<file path="src/rtl/pipeline_hazard_ctrl.sv">
// Five-stage pipeline sequencer: stage hold enables, bubbles, redirects,
// halt drain and saturating stall/flush counters. Clocked on the negedge.
module pipeline_hazard_ctrl #(
    parameter int CNT_W = 16
) (
    input  logic             CLK,
    input  logic             RST,
    input  logic             valid_id,
    input  logic [4:0]       rs1_id,
    input  logic [4:0]       rs2_id,
    input  logic             uses_rs1_id,
    input  logic             uses_rs2_id,
    input  logic             halt_id,
    input  logic             valid_ex,
    input  logic             load_ex,
    input  logic             RWrEn_ex,
    input  logic [4:0]       Rdst_ex,
    input  logic             redirect_ex,
    input  logic             mem_req_mem,
    input  logic             mem_ready,
    input  logic             valid_wb,
    input  logic             halt_wb,
    output logic             WEN_pc,
    output logic             WEN_ifid,
    output logic             WEN_idex,
    output logic             WEN_exmem,
    output logic             WEN_memwb,
    output logic             kill_if,
    output logic             kill_id,
    output logic             pc_sel,
    output logic             halted,
    output logic [1:0]       state,
    output logic [CNT_W-1:0] stall_cnt,
    output logic [CNT_W-1:0] flush_cnt
);

    localparam logic [1:0] RUN    = 2'd0;
    localparam logic [1:0] DRAIN  = 2'd1;
    localparam logic [1:0] HALTED = 2'd2;

    logic [1:0]       state_q;
    logic [1:0]       state_d;
    logic [CNT_W-1:0] stall_q;
    logic [CNT_W-1:0] flush_q;
    logic             lu;
    logic             ms;
    logic             rd;
    logic             src_hit;
    logic             active;
    logic             stall_inc;
    logic             flush_inc;

    assign src_hit = (uses_rs1_id && rs1_id == Rdst_ex) ||
                     (uses_rs2_id && rs2_id == Rdst_ex);
    assign lu = valid_ex && load_ex && RWrEn_ex &&
                (Rdst_ex != 5'd0) && valid_id && src_hit;
    assign ms = mem_req_mem && !mem_ready;
    assign rd = valid_ex && redirect_ex;

    assign active    = (state_q != HALTED);
    assign stall_inc = active && (ms || (lu && !rd));
    assign flush_inc = active && rd && !ms;

    always_comb begin
        WEN_pc    = 1'b0;
        WEN_ifid  = 1'b0;
        WEN_idex  = 1'b0;
        WEN_exmem = 1'b0;
        WEN_memwb = 1'b0;
        kill_if   = 1'b0;
        kill_id   = 1'b0;
        pc_sel    = 1'b0;
        if (!RST || !active) begin
            WEN_pc    = 1'b1;
            WEN_ifid  = 1'b1;
            WEN_idex  = 1'b1;
            WEN_exmem = 1'b1;
            WEN_memwb = 1'b1;
        end else begin
            priority case (1'b1)
                ms: begin
                    WEN_pc    = 1'b1;
                    WEN_ifid  = 1'b1;
                    WEN_idex  = 1'b1;
                    WEN_exmem = 1'b1;
                    WEN_memwb = 1'b1;
                end
                rd: begin
                    pc_sel  = 1'b1;
                    kill_if = 1'b1;
                    kill_id = 1'b1;
                end
                lu: begin
                    WEN_pc   = 1'b1;
                    WEN_ifid = 1'b1;
                    kill_id  = 1'b1;
                end
                default: ;
            endcase
            // Draining stops fetch but lets older work flow out
            if (state_q == DRAIN && !ms) begin
                WEN_pc  = 1'b1;
                kill_if = 1'b1;
            end
        end
    end

    always_comb begin
        state_d = state_q;
        unique case (state_q)
            RUN: begin
                if (valid_id && halt_id && !ms && !rd && !lu)
                    state_d = DRAIN;
            end
            DRAIN: begin
                if (valid_wb && halt_wb && !ms)
                    state_d = HALTED;
            end
            HALTED:  state_d = HALTED;
            default: state_d = RUN;
        endcase
    end

    always_ff @(negedge CLK or negedge RST) begin
        if (!RST) begin
            state_q <= RUN;
            stall_q <= '0;
            flush_q <= '0;
        end else begin
            state_q <= state_d;
            if (stall_inc && stall_q != '1)
                stall_q <= stall_q + CNT_W'(1);
            if (flush_inc && flush_q != '1)
                flush_q <= flush_q + CNT_W'(1);
        end
    end

    assign halted    = RST && (state_q == HALTED);
    assign state     = state_q;
    assign stall_cnt = stall_q;
    assign flush_cnt = flush_q;

endmodule

</file>
<file path="config.mk">
export PLATFORM = sky130hd
export DESIGN_NAME = pipeline_hazard_ctrl
export DESIGN_NICKNAME = d
export VERILOG_FILES = /design/src/rtl/pipeline_hazard_ctrl.sv
export SDC_FILE = /design/constraint.sdc
export NUM_CORES = 1
export LEC_CHECK = 0
export CAP_MARGIN = 30
export CELL_PAD_IN_SITES_DETAIL_PLACEMENT = 2
export CELL_PAD_IN_SITES_GLOBAL_PLACEMENT = 2
export CORE_MARGIN = 3
export CORE_UTILIZATION = 30
export CTS_BUF_LIST = sky130_fd_sc_hd__clkbuf_4
export CTS_CLUSTER_SIZE = 8
export DETAILED_ROUTE_END_ITERATION = 8
export GPL_ROUTABILITY_DRIVEN = 0
export PLACE_DENSITY = 0.87
export SLEW_MARGIN = 0
export SYNTH_ARGS = -nofsm -noshare
export SYNTH_HDL_FRONTEND = slang
export SYNTH_SLANG_ARGS = --single-unit
</file>
<file path="constraint.sdc">
create_clock -name CLK -period 3.7 [get_ports CLK]
set_input_delay 0.555 -clock CLK [delete_from_list [all_inputs] [get_ports CLK]]
set_output_delay 0.555 -clock CLK [all_outputs]
set_load 0.1 [all_outputs]
</file>
==> results.md, run 1 <==
- Worst hold slack: slightly above 0.5 ns
- Worst slew margin: 57.0%
- Final Skew: approximately 0.021 ns
- Fraction of registers with async set/reset: between 90% and 100%
- Most frequent cells in the layout: buf_12, dfrtn_1, buf_4, xor2_1, xnor2_1
- Synth Warn #: 0
- Htree depth: 2
- Die ar.: around 7600 µm²
- Setup slack after placement: -0.832 ns
- Primary FF master, synth: dfrtn_1
- Die width: 87.0 µm
- Routed WL per cell: 34.2 µm
- Maximum vdd drop: approximately 0.75 mV
- Leak: roughly 1.7 nW
- Drt first pass iters: 4
- Synth Cell Area: a little under 2000 µm²
- Final ANT Viol Nets: 0
- Largest family of logic cells by synthesized area: simple AND/OR/NAND/NOR gates
- Combinational fraction of design power: 67.8%
- FF+latch count, synth: 34
- CTS clk-pin slew, worst paths: approximately 0.090 ns
- Final setup fails: 34
- Max_cap viols: 0
- GRT Total Usage: around 28%
- Mux cell area share after synthesis: around 2.8%
- Worst Path Arrival: 3.84 ns
- DR iter-0 viols: between 100 and 150
- Num CTS Buffers: 5
- Crit start category: flip-flop
- Largest net degree at the start of global routing: 23
- FILL cells: 506
- Post-route setup slack: -0.693 ns
- Failing checks: setup timing
- Synthesized net count: about 220
- P_int: roughly 1.2 mW
- DRC Markers: 0
- Synth Area in Compound Gates: roughly 4.6%
- Register area share after synthesis: 43.2%
- Placed wire-length estimate: between 6000 and 7000 µm
- Critical Path End Type: output pin
- Worst slew pin tran: ~0.64 ns
- Post-synth EDFFs: 0
- Share of layout cells above drive strength 1: between 50% and 60%
- Sw Pwr: roughly 1.5 mW
- Avg Inst Size Synth: ~11 µm²
- Layout Utilization: 63.7%
- Initial Util: between 30% and 40%
- Syn-to-layout area delta: 98.3%
- Crit Path Class: reg2out
- CP Data Required Time: 3.14 ns
- Routed vias: 2065
- Unrepaired setup endpoints after global routing: true
- Core area: 6130 µm²
- Vias in the first global route: ~2300
- Post-Synth Simple-Gate Area: 26.4%
- Root Buffer: clkbuf_4
- GRT Residual Overflow: 0
- Pwr Density: ~680 nW/µm²
- Fin nets: between 300 and 400
- Die Y: between 80 and 90 µm
- Final Instance Count excl. Fillers: about 370
- Synth Area in XOR/XNOR: 16.9%
- Sequential fraction of design power: between 20% and 30%
- Antenna violations before repair: 1
- I/O pin count: roughly 70
- First-pass GRT wire length: between 15000 and 20000 µm
- CTS max path bufs: 2
- Hold Vio Cnt, Final: 0
- Max-slew violations: 0
- Synthesized instance count: 185
- Most common cell after layout, fill and taps aside: buf_12
- Status: finished, violations left
- Design Area, Final: ~3900 µm²
- Routed WL: roughly 13000 µm
- Placed Area: ~3400 µm²
- Inst Count DP: 350
- CTS tree: yes
- IO Port Bufs: 71
- Worst skew pair latency: 0.35 ns
- Switching Fraction: about 56%
- Avg Vias per Cell: roughly 5.6
- Clock Power Share: roughly 8.6%
- Min-Delay Path Class: reg2reg
- Row count: 28
- CTS Sinks: 34
- Post-synthesis adder-cell area fraction: 3.18%
- Yosys cell types: 38
- Crit-path max FO: 2
cell families (layout without fill, tap and decap cells):
family / Yosys count / count (layout)
simple gates: 83 / 83
xor+xnor: 38 / 38
flops: 34 / 34
compound gates: 11 / 12
buf+inv: 9 / 117
fa+ha+maj: 5 / 5
mux: 5 / 5
other cells: 0 / 2
per-stage QoR:
step | TNS, ns | power, mW
4_1_cts | -4.35 | 2.47
3_3_place_gp | -16.34 | 2.09
5_1_grt | -10.94 | 2.72
6_report | -9.61 | 2.67
2_1_floorplan | -7.48 | 1.48
3_5_place_dp | -21.51 | 2.17
per-layer routing:
| layer | up-vias | part of all wire [%] | global-route usage [%] |
|---|---|---|---|
| li1 | 872 | - | - |
| met1 | 1085 | 37 | 31.9 |
| met2 | 84 | 56 | 54.2 |
| met3 | 24 | 3.4 | 4.54 |
| met4 | 0 | 3.0 | 5.67 |
| met5 | - | 0 | 0 |
repair_timing:
action / 4_1_cts / 5_1_grt
cloned: 1 / 0
setup buffers: 5 / 5
endpoints found under the setup margin: 42 / 27
resized for setup: 106 / 38
hold buffers: 0 / 0
pin swaps: 28 / 15
endpoints found under the hold margin: 0 / 0
synth_stat cells, drive strengths merged, types with 2 or more instances:
cell type	count	area share, %
and3	5	1.9
mux2	4	2.3
nor4b	3	1.3
dfrtn	34	43
nand2b	2	0.64
xnor2	22	9.8
nor2	11	2.1
buf	4	1.9
nor3	6	1.8
nand3	15	3.8
inv	4	0.76
and4	3	1.3
nand2	17	3.2
ha	5	3.2
a31oi	2	1.4
nand4	7	3.0
nor4	6	4.3
xor2	16	7.1
a21oi	5	1.3
and2	4	1.3
state kept, by name (all words and copies together) (netlist names):
name       flops
flush_cnt     16
stall_cnt     16
state          2
critical path: stages (launching register included):
cell      delay, ns
dfrtn_1        0.46
inv_2          0.08
ha_4           0.18
nor2b_4        0.14
buf_6          0.14
nand2_8        0.05
o21bai_4       0.17
or2_4          0.25
buf_12         0.17
power groups by stage:
stage	clock, mW	combinational (mW)	sequential [mW]
after floorplan	0	0.436	1.05
after global placement	0	1.51	0.584
after detailed placement	0	1.57	0.600
after CTS	0.207	1.66	0.601
after global routing	0.237	1.85	0.638
final	0.230	1.81	0.630
layout make-up:
cell class / instances / area (µm²) / share of cell area, %
inverter: 4 / 15.0 / 0.384
clock buffer: 5 / 37.5 / 0.961
timing repair buffer: 105 / 1400 / 36.0
sequential: 34 / 851 / 21.8
multi-input combinational: 143 / 1490 / 38.1
antenna: 2 / 5.00 / 0.128
tap: 75 / 93.8 / 2.40
clock inverter: 3 / 11.3 / 0.288
path summary, 6_finish.rpt:
| kind | from | endpoint | slack [ns] | cells past startpoint |
|---|---|---|---|---|
| worst max-delay path | state[0] | WEN_pc | -0.69 | 8 |
| worst min-delay path | stall_cnt[7] | stall_cnt[7] | 0.52 | 1 |
| worst max register to register | stall_cnt[2] | stall_cnt[1] | 0.88 | 6 |
| worst min register to register | stall_cnt[7] | stall_cnt[7] | 0.52 | 1 |
| max in group asynchronous | RST | flush_cnt[7] | 1.27 | 2 |
| min in group asynchronous | RST | stall_cnt[10] | 1.86 | 1 |
Power figures use the tool's default switching activity.
==> run 2, diff against run 1 <==
- CELL_PAD_IN_SITES_DETAIL_PLACEMENT: 2 -> unset
- CELL_PAD_IN_SITES_GLOBAL_PLACEMENT: 2 -> unset
- CORE_UTILIZATION: 30 -> 50
==> run 2 against run 1 <==
Effect of this change: the flow now stops in clock tree synthesis (4_1_cts); synthesized area is the same; synthesized cell count unchanged.
==> results.md, run 2 <==
- Post-CTS Setup Inserts: 6 (+1)
- Fraction of registers with async set/reset: 100% (unchanged)
- Area contributors post-synth: dfrtn_1, xnor2_1, xor2_1
- Initial Util: 53.0% (+21 points)
- Run Error: [ERROR DPL-0038] Utilization greater than 100%, impossible to legalize
- CTS Sinks: 34 (unchanged)
- Avg Inst Size Synth: 10.6 µm² (unchanged)
- IO Port Bufs: 71 (unchanged)
- Yosys cell types: 38 (unchanged)
- Mux cell area share after synthesis: 2.80% (unchanged)
- Inst Count DP: 323 (-7.7%)
- Synthesized instance count: 185 (unchanged)
- Primary FF master, synth: dfrtn_1
- Synth Area in XOR/XNOR: 16.9% (unchanged)
- Num CTS Buffers: 5 (unchanged)
- Die width: 68.8 µm (-21%)
- Status: stopped before the end
- Post-synth EDFFs: 0 (unchanged)
- Htree depth: 2 (unchanged)
- Share of the synthesized area in the top cell type: 43.2% (unchanged)
- Largest family of logic cells by synthesized area: simple AND/OR/NAND/NOR gates
- Most common cell in the netlist: dfrtn_1
- Synthesized net count: 219 (unchanged)
- Synth Warn #: 0 (unchanged)
- Die Y: 68.8 µm (-21%)
- Stage reached: clock tree synthesis (4_1_cts)
- Row count: 22 (-21%)
- Synth Area in Compound Gates: 4.64% (unchanged)
- Synth cell count leaders: dfrtn_1, xnor2_1, nand2_1
- I/O pin count: 72 (unchanged)
- FF+latch count, synth: 34 (unchanged)
- CTS max path bufs: 2 (unchanged)
- Placed wire-length estimate: 5290 µm (-13%)
- Register area share after synthesis: 43.2% (unchanged)
- Resize count post-CTS: 99 (-6.6%)
- CTS hold repair buffers: 0 (unchanged)
- Synth Cell Area: 1970 µm² (unchanged)
- Post-synthesis adder-cell area fraction: 3.18% (unchanged)
- Post-Synth Simple-Gate Area: 26.4% (unchanged)
- Synth area leader: dfrtn_1
- Root Buffer: clkbuf_4
[run 2: cell families after synthesis]
family,after synthesis
compound gates,11
xor+xnor,38
fa+ha+maj,5
buf+inv,9
flops,34
mux,5
simple gates,83
[run 2: metrics by stage]
step,setup WS [ns],util (%),area [µm²]
floorplan,-1.26,-,2070
global placement,-0.584,91.3,3390
detailed placement,-0.917,91.3,3390
==> run 3, diff against run 2 <==
- CORE_UTILIZATION: 50 -> 40
- CTS_BUF_LIST: sky130_fd_sc_hd__clkbuf_4 -> unset
- CTS_CLUSTER_SIZE: 8 -> unset
- PLACE_DENSITY: 0.87 -> unset
- PLACE_DENSITY_LB_ADDON: unset -> 0.15
==> run 3 against run 2 <==
Effect of this change: the flow now finishes, with violations (setup timing).
==> results.md, run 3 (synthesis results as in run 1) <==
- Status: finished, violations left
- Failing checks: setup timing
- Num CTS Buffers: 5 (unchanged)
- Max-slew violations: 0
- Diodes inserted: 0
- Combinational fraction of design power: about two thirds
- Htree depth: 2 (unchanged)
- Sw Pwr: 1.31 mW
- I/O pin count: 72 (unchanged)
- Clock Power Share: approximately an eighth
- Most common cell after layout, fill and taps aside: buf_12
- Max_cap viols: 0
- Leak: about 1.7 nW
- Share of layout cells above drive strength 1: roughly 55%
- Most frequent cells in the layout: buf_12, dfrtn_1, buf_4, xor2_1
- Final ANT Viol Nets: 0
- Maximum vdd drop: 0.764 mV
- Critical Path, Cell by Cell: inv_2, ha_4, nor2b_4, nand2_8, o21bai_4, or2_4, buf_12
- Row count: 24 (+9.1%)
- Placed Area: 3390 µm² (about the same)
- Min-Delay Path Class: reg2reg
- Worst Path Arrival: ~3.6 ns
- Final setup fails: 20
- Post-route setup slack: -0.493 ns
- Unrepaired setup endpoints after global routing: true
- Routed WL per cell: approximately 18 µm
- CTS Sinks: 34 (unchanged)
- CP max stage delay: about 0.44 ns
- IO Port Bufs: 71 (unchanged)
- First-pass GRT wire length: approximately 10000 µm
- Critical Path End Type: output pin
- CTS tree: yes
- Routed WL: ~6500 µm
- Design Area, Final: approximately 3900 µm²
- Syn-to-layout area delta: 98.9%
- Inst Count DP: 337 (+4.3%)
- Drt first pass iters: 4
- Critical path's slowest cell: dfrtn_1
- Placed wire-length estimate: 4020 µm (-24%)
- Die ar.: ~5800 µm²
- DRC Markers: 0
- CTS hold repair buffers: 0 (unchanged)
- Cells on worst reg2reg path: 6
- Switching Fraction: ~50%
- Core area: about 4600 µm²
- DR iter-0 viols: 86
- CTS max path bufs: 2 (unchanged)
- Worst slew margin: 57.3%
- Worst slew pin tran: about 0.64 ns
- Die Y: 76.2 µm (+11%)
- Final Instance Count excl. Fillers: 358
- Initial Util: 43.1% (-9.8 points)
- Pwr Density: ~670 nW/µm²
- P_int: ~1.3 mW
- Hold Vio Cnt, Final: 0
- Antenna violations before repair: 0
- Crit-path max FO: 2
- Final Skew: between 0.009 and 0.01 ns
- Root Buffer: clkbuf_8
- Fin nets: 326
- Worst skew pair latency: 0.29 ns
- Sequential fraction of design power: roughly 22%
- Vias in the first global route: about 2000
- GRT Total Usage: 21.6%
- Largest net degree at the start of global routing: 37
- Crit Path Class: reg2out
- Die width: 76.2 µm (+11%)
- Hold Path Stages: 1
- Crit start category: flip-flop
- Routed vias: 1860
- GRT Residual Overflow: 0
- CP Data Required Time: about 3.1 ns
- Avg Vias per Cell: 5.20
- CTS clk-pin slew, worst paths: approximately 0.050 ns
-- run 3: worst paths after layout --
check	start	endpoint	slack, ns
max	state[0]	WEN_pc	-0.49
min	flush_cnt[7]	flush_cnt[7]	0.46
max in group asynchronous	RST	flush_cnt[7]	1.27
min reg2reg	flush_cnt[7]	flush_cnt[7]	0.46
min in group asynchronous	RST	stall_cnt[8]	2.04
max reg2reg	stall_cnt[2]	stall_cnt[1]	1.17
-- run 3: layout make-up --
class,count,area [µm²]
multi-input combinational,143,1490
timing repair buffer,104,1380
sequential,34,851
fill,217,647
tap,65,81.3
clock buffer,7,76.3
clock inverter,1,30.0
inverter,4,15.0
-- run 3: timing repair --
| action | 4_1_cts | 5_1_grt |
|---|---|---|
| setup endpoints to repair | 40 | 33 |
| pin swaps | 37 | 23 |
| gates cloned | 1 | 0 |
| setup buffers | 7 | 10 |
| resized for setup | 112 | 34 |
-- run 3: per-stage QoR --
step	TNS (ns)	setup slack [ns]	power (mW)	utilization, %	hold WS, ns
after floorplan	-7.48	-1.26	1.48	-	0.903
after CTS	-3.29	-0.462	2.57	82.2	0.465
final	-4.23	-0.493	2.62	85.8	0.464
after global routing	-5.86	-0.558	2.72	85.8	0.476
after detailed placement	-17.57	-0.678	2.12	74.3	0.468
after global placement	-16.68	-0.632	2.09	74.3	0.457
-- run 3: critical path: cells and delay by family, from the launching register on --
kind / cells / cell delay, ns
and+or+nand+nor: 3 / 0.49
DFF: 1 / 0.44
buffers and inverters: 2 / 0.22
AOI/OAI and AO/OA: 1 / 0.18
adders and majority gates: 1 / 0.17
-- run 3: power by group through the flow --
stage                     Combinational, mW  Sequential (mW)  Clock, mW
after global routing                   1.76            0.592      0.360
after global placement                 1.52            0.574          0
after detailed placement               1.54            0.577          0
after CTS                              1.66            0.577      0.336
after floorplan                       0.436             1.05          0
final                                  1.71            0.580      0.334
-- run 3: per-layer routing --
layer	up-vias	GRT usage [%]	wire length, µm
met5	-	0	0
met4	0	5.80	128
met3	13	5.79	324
met2	69	37.7	3430
met1	914	26.3	2570
li1	864	-	-
==> run 4, diff against run 3 <==
- CTS_BUF_LIST: unset -> sky130_fd_sc_hd__clkbuf_2 sky130_fd_sc_hd__clkbuf_4 sky130_fd_sc_hd__clkbuf_8
- clock period: 3.7 -> 3.4 ns (I/O delays scaled with it)
==> run 4 against run 3 <==
Effect of this change: the flow still finishes with violations (setup timing); non-clock buffer count rose by 9; hold slack got worse by 0.0020 ns; die area did not move; worst setup slack got worse by 0.15 ns; register-to-register slack got worse by 0.41 ns; sequential share of layout area fell by 0.69 points; first-iteration DRC count fell by 1.2%; global-route usage rose by 1.5 points; cell count rose by 2.5%; routed wire length rose by 8.4%; clock skew fell by 0.0031 ns; via count rose by 4.4%; critical path type unchanged; largest cell class unchanged; highest routed layer unchanged.
==> results.md, run 4 (synthesis results as in run 1) <==
- Worst slew margin: 58.7% (+1.4 points)
- Worst slew pin tran: 0.620 ns (-0.0203 ns)
- Most common cell after layout, fill and taps aside: buf_12
- Vias in the first global route: 2127 (+5.5%)
- Crit Path Class: reg2out
- CTS hold repair buffers: 0 (unchanged)
- Fin nets: 335 (+2.8%)
- Layout Utilization: 88.6% (+2.8 points)
- Pwr Density: 721 nW/µm² (+7.7%)
- First-pass GRT wire length: 10800 µm (+5.1%)
- Failing checks: setup timing
- I/O pin count: 72 (unchanged)
- CTS tree: yes
- Max_cap viols: 0 (unchanged)
- Final ANT Viol Nets: 0 (unchanged)
- Placed Area: 3560 µm² (+5.1%)
- CP Data Required Time: 2.89 ns (-0.25 ns)
- Detail Route met3 WL: 235 µm (-27%)
- Row count: 24 (unchanged)
- Root Buffer: clkbuf_8
- Die width: 76.2 µm (unchanged)
- Routed WL per cell: 19.1 µm (+5.7%)
- Critical Path End Type: output pin
- Hold Vio Cnt, Final: 0 (unchanged)
- Routed WL: 6990 µm (+8.4%)
- GRT Total Usage: 23.1% (+1.5 points)
- Drt first pass iters: 4 (unchanged)
- FILL cells: 209 (-3.7%)
- CTS clk-pin slew, worst paths: 0.05 ns (about the same)
- CTS max path bufs: 2 (unchanged)
- Antenna violations before repair: 0 (unchanged)
- Syn-to-layout area delta: 105%
- Maximum vdd drop: 0.893 mV (+17%)
- Leak: 1.77 nW (+4.4%)
- Worst Path Arrival: 3.53 ns (-0.11 ns)
- Die Y: 76.2 µm (unchanged)
- Share of layout cells above drive strength 1: 58.3% (+3.7 points)
- Met1 Wirelength: 2720 µm (+5.9%)
- Unrepaired setup endpoints after global routing: true
- Diodes inserted: 0 (unchanged)
- GRT Residual Overflow: 0 (unchanged)
- Final Skew: 0.00625 ns (-0.00308 ns)
- Post-route setup slack: -0.639 ns (-0.146 ns)
- Htree depth: 2 (unchanged)
- Top sig layer: met4
- IO Port Bufs: 71 (unchanged)
- CTS Sinks: 34 (unchanged)
- Status: finished, violations left
- Design Area, Final: 4050 µm² (+3.3%)
- Placed wire-length estimate: 4210 µm (+4.9%)
- Crit-path max FO: 2 (unchanged)
- Avg Vias per Cell: 5.29 (+1.8%)
- Core area: 4560 µm² (unchanged)
- Num CTS Buffers: 5 (unchanged)
- DRC Markers: 0 (unchanged)
- Final setup fails: 22 (+10%)
- Worst skew pair latency: 0.29 ns (about the same)
- Setup TNS: -5.53 ns (-1.29 ns)
- Post-layout power: 2.92 mW (+11%)
- Final Instance Count excl. Fillers: 367 (+2.5%)
- Inst Count DP: 339 (+0.59%)
- Max-slew violations: 0 (unchanged)
- Die ar.: 5800 µm² (unchanged)
- Min-Delay Path Class: reg2reg
- DR iter-0 viols: 85 (-1.2%)
- Largest net degree at the start of global routing: 21 (-43%)
- Met2 WL post-DR: 3750 µm (+9.5%)
- Setup slack after placement: -0.772 ns (-0.0945 ns)
- Worst hold slack: 0.462 ns (-0.00204 ns)
- Most frequent cells in the layout: buf_12, dfrtn_1, buf_4, buf_6, xor2_1
- Crit start category: flip-flop
- Initial Util: 43.1% (unchanged)
- Routed vias: 1941 (+4.4%)
-- run 4: critical path, cell delays in order, from the launching register on --
cell      delay [ns]
dfrtn_1         0.42
inv_2           0.06
ha_4            0.17
nor2b_4         0.12
buf_6           0.13
nand2_8         0.04
o21bai_4        0.18
or2_4           0.24
buf_12          0.16
-- run 4: worst paths after layout --
path | start | end | slack, ns | cells after the start
max | state[0] | WEN_pc | -0.64 | 8
min | flush_cnt[11] | flush_cnt[11] | 0.46 | 1
max reg2reg | stall_cnt[2] | stall_cnt[1] | 0.76 | 6
min reg2reg | flush_cnt[11] | flush_cnt[11] | 0.46 | 1
max in group asynchronous | RST | flush_cnt[11] | 1.11 | 2
min in group asynchronous | RST | stall_cnt[11] | 1.77 | 1
-- run 4: metal layers --
metal | vias up | global-route usage (%)
li1 | 882 | -
met1 | 979 | 27.6
met2 | 58 | 39.9
met3 | 22 | 5.08
met4 | 0 | 10.1
met5 | - | 0
-- run 4: report_power, final --
group          internal (mW)  switching [mW]  total, mW  leakage (nW)
clock                  0.172           0.153      0.324        0.0517
combinational          0.784            1.17       1.95          1.28
sequential             0.489           0.152      0.641         0.441
-- run 4: cell type report --
type	instances	area, µm²	share of cell area, %
clock buffer	7	90.1	2.23
sequential	34	851	21.0
tap	65	81.3	2.01
inverter	4	15.0	0.371
clock inverter	1	5.00	0.124
timing repair buffer	113	1490	36.9
multi-input combinational	143	1510	37.3
-- run 4: what timing repair did --
item | CTS | global route
setup buffers | 16 | 6
resized for setup | 117 | 25
pin swaps | 22 | 12
endpoints found under the setup margin | 43 | 34
gates cloned | 1 | 0
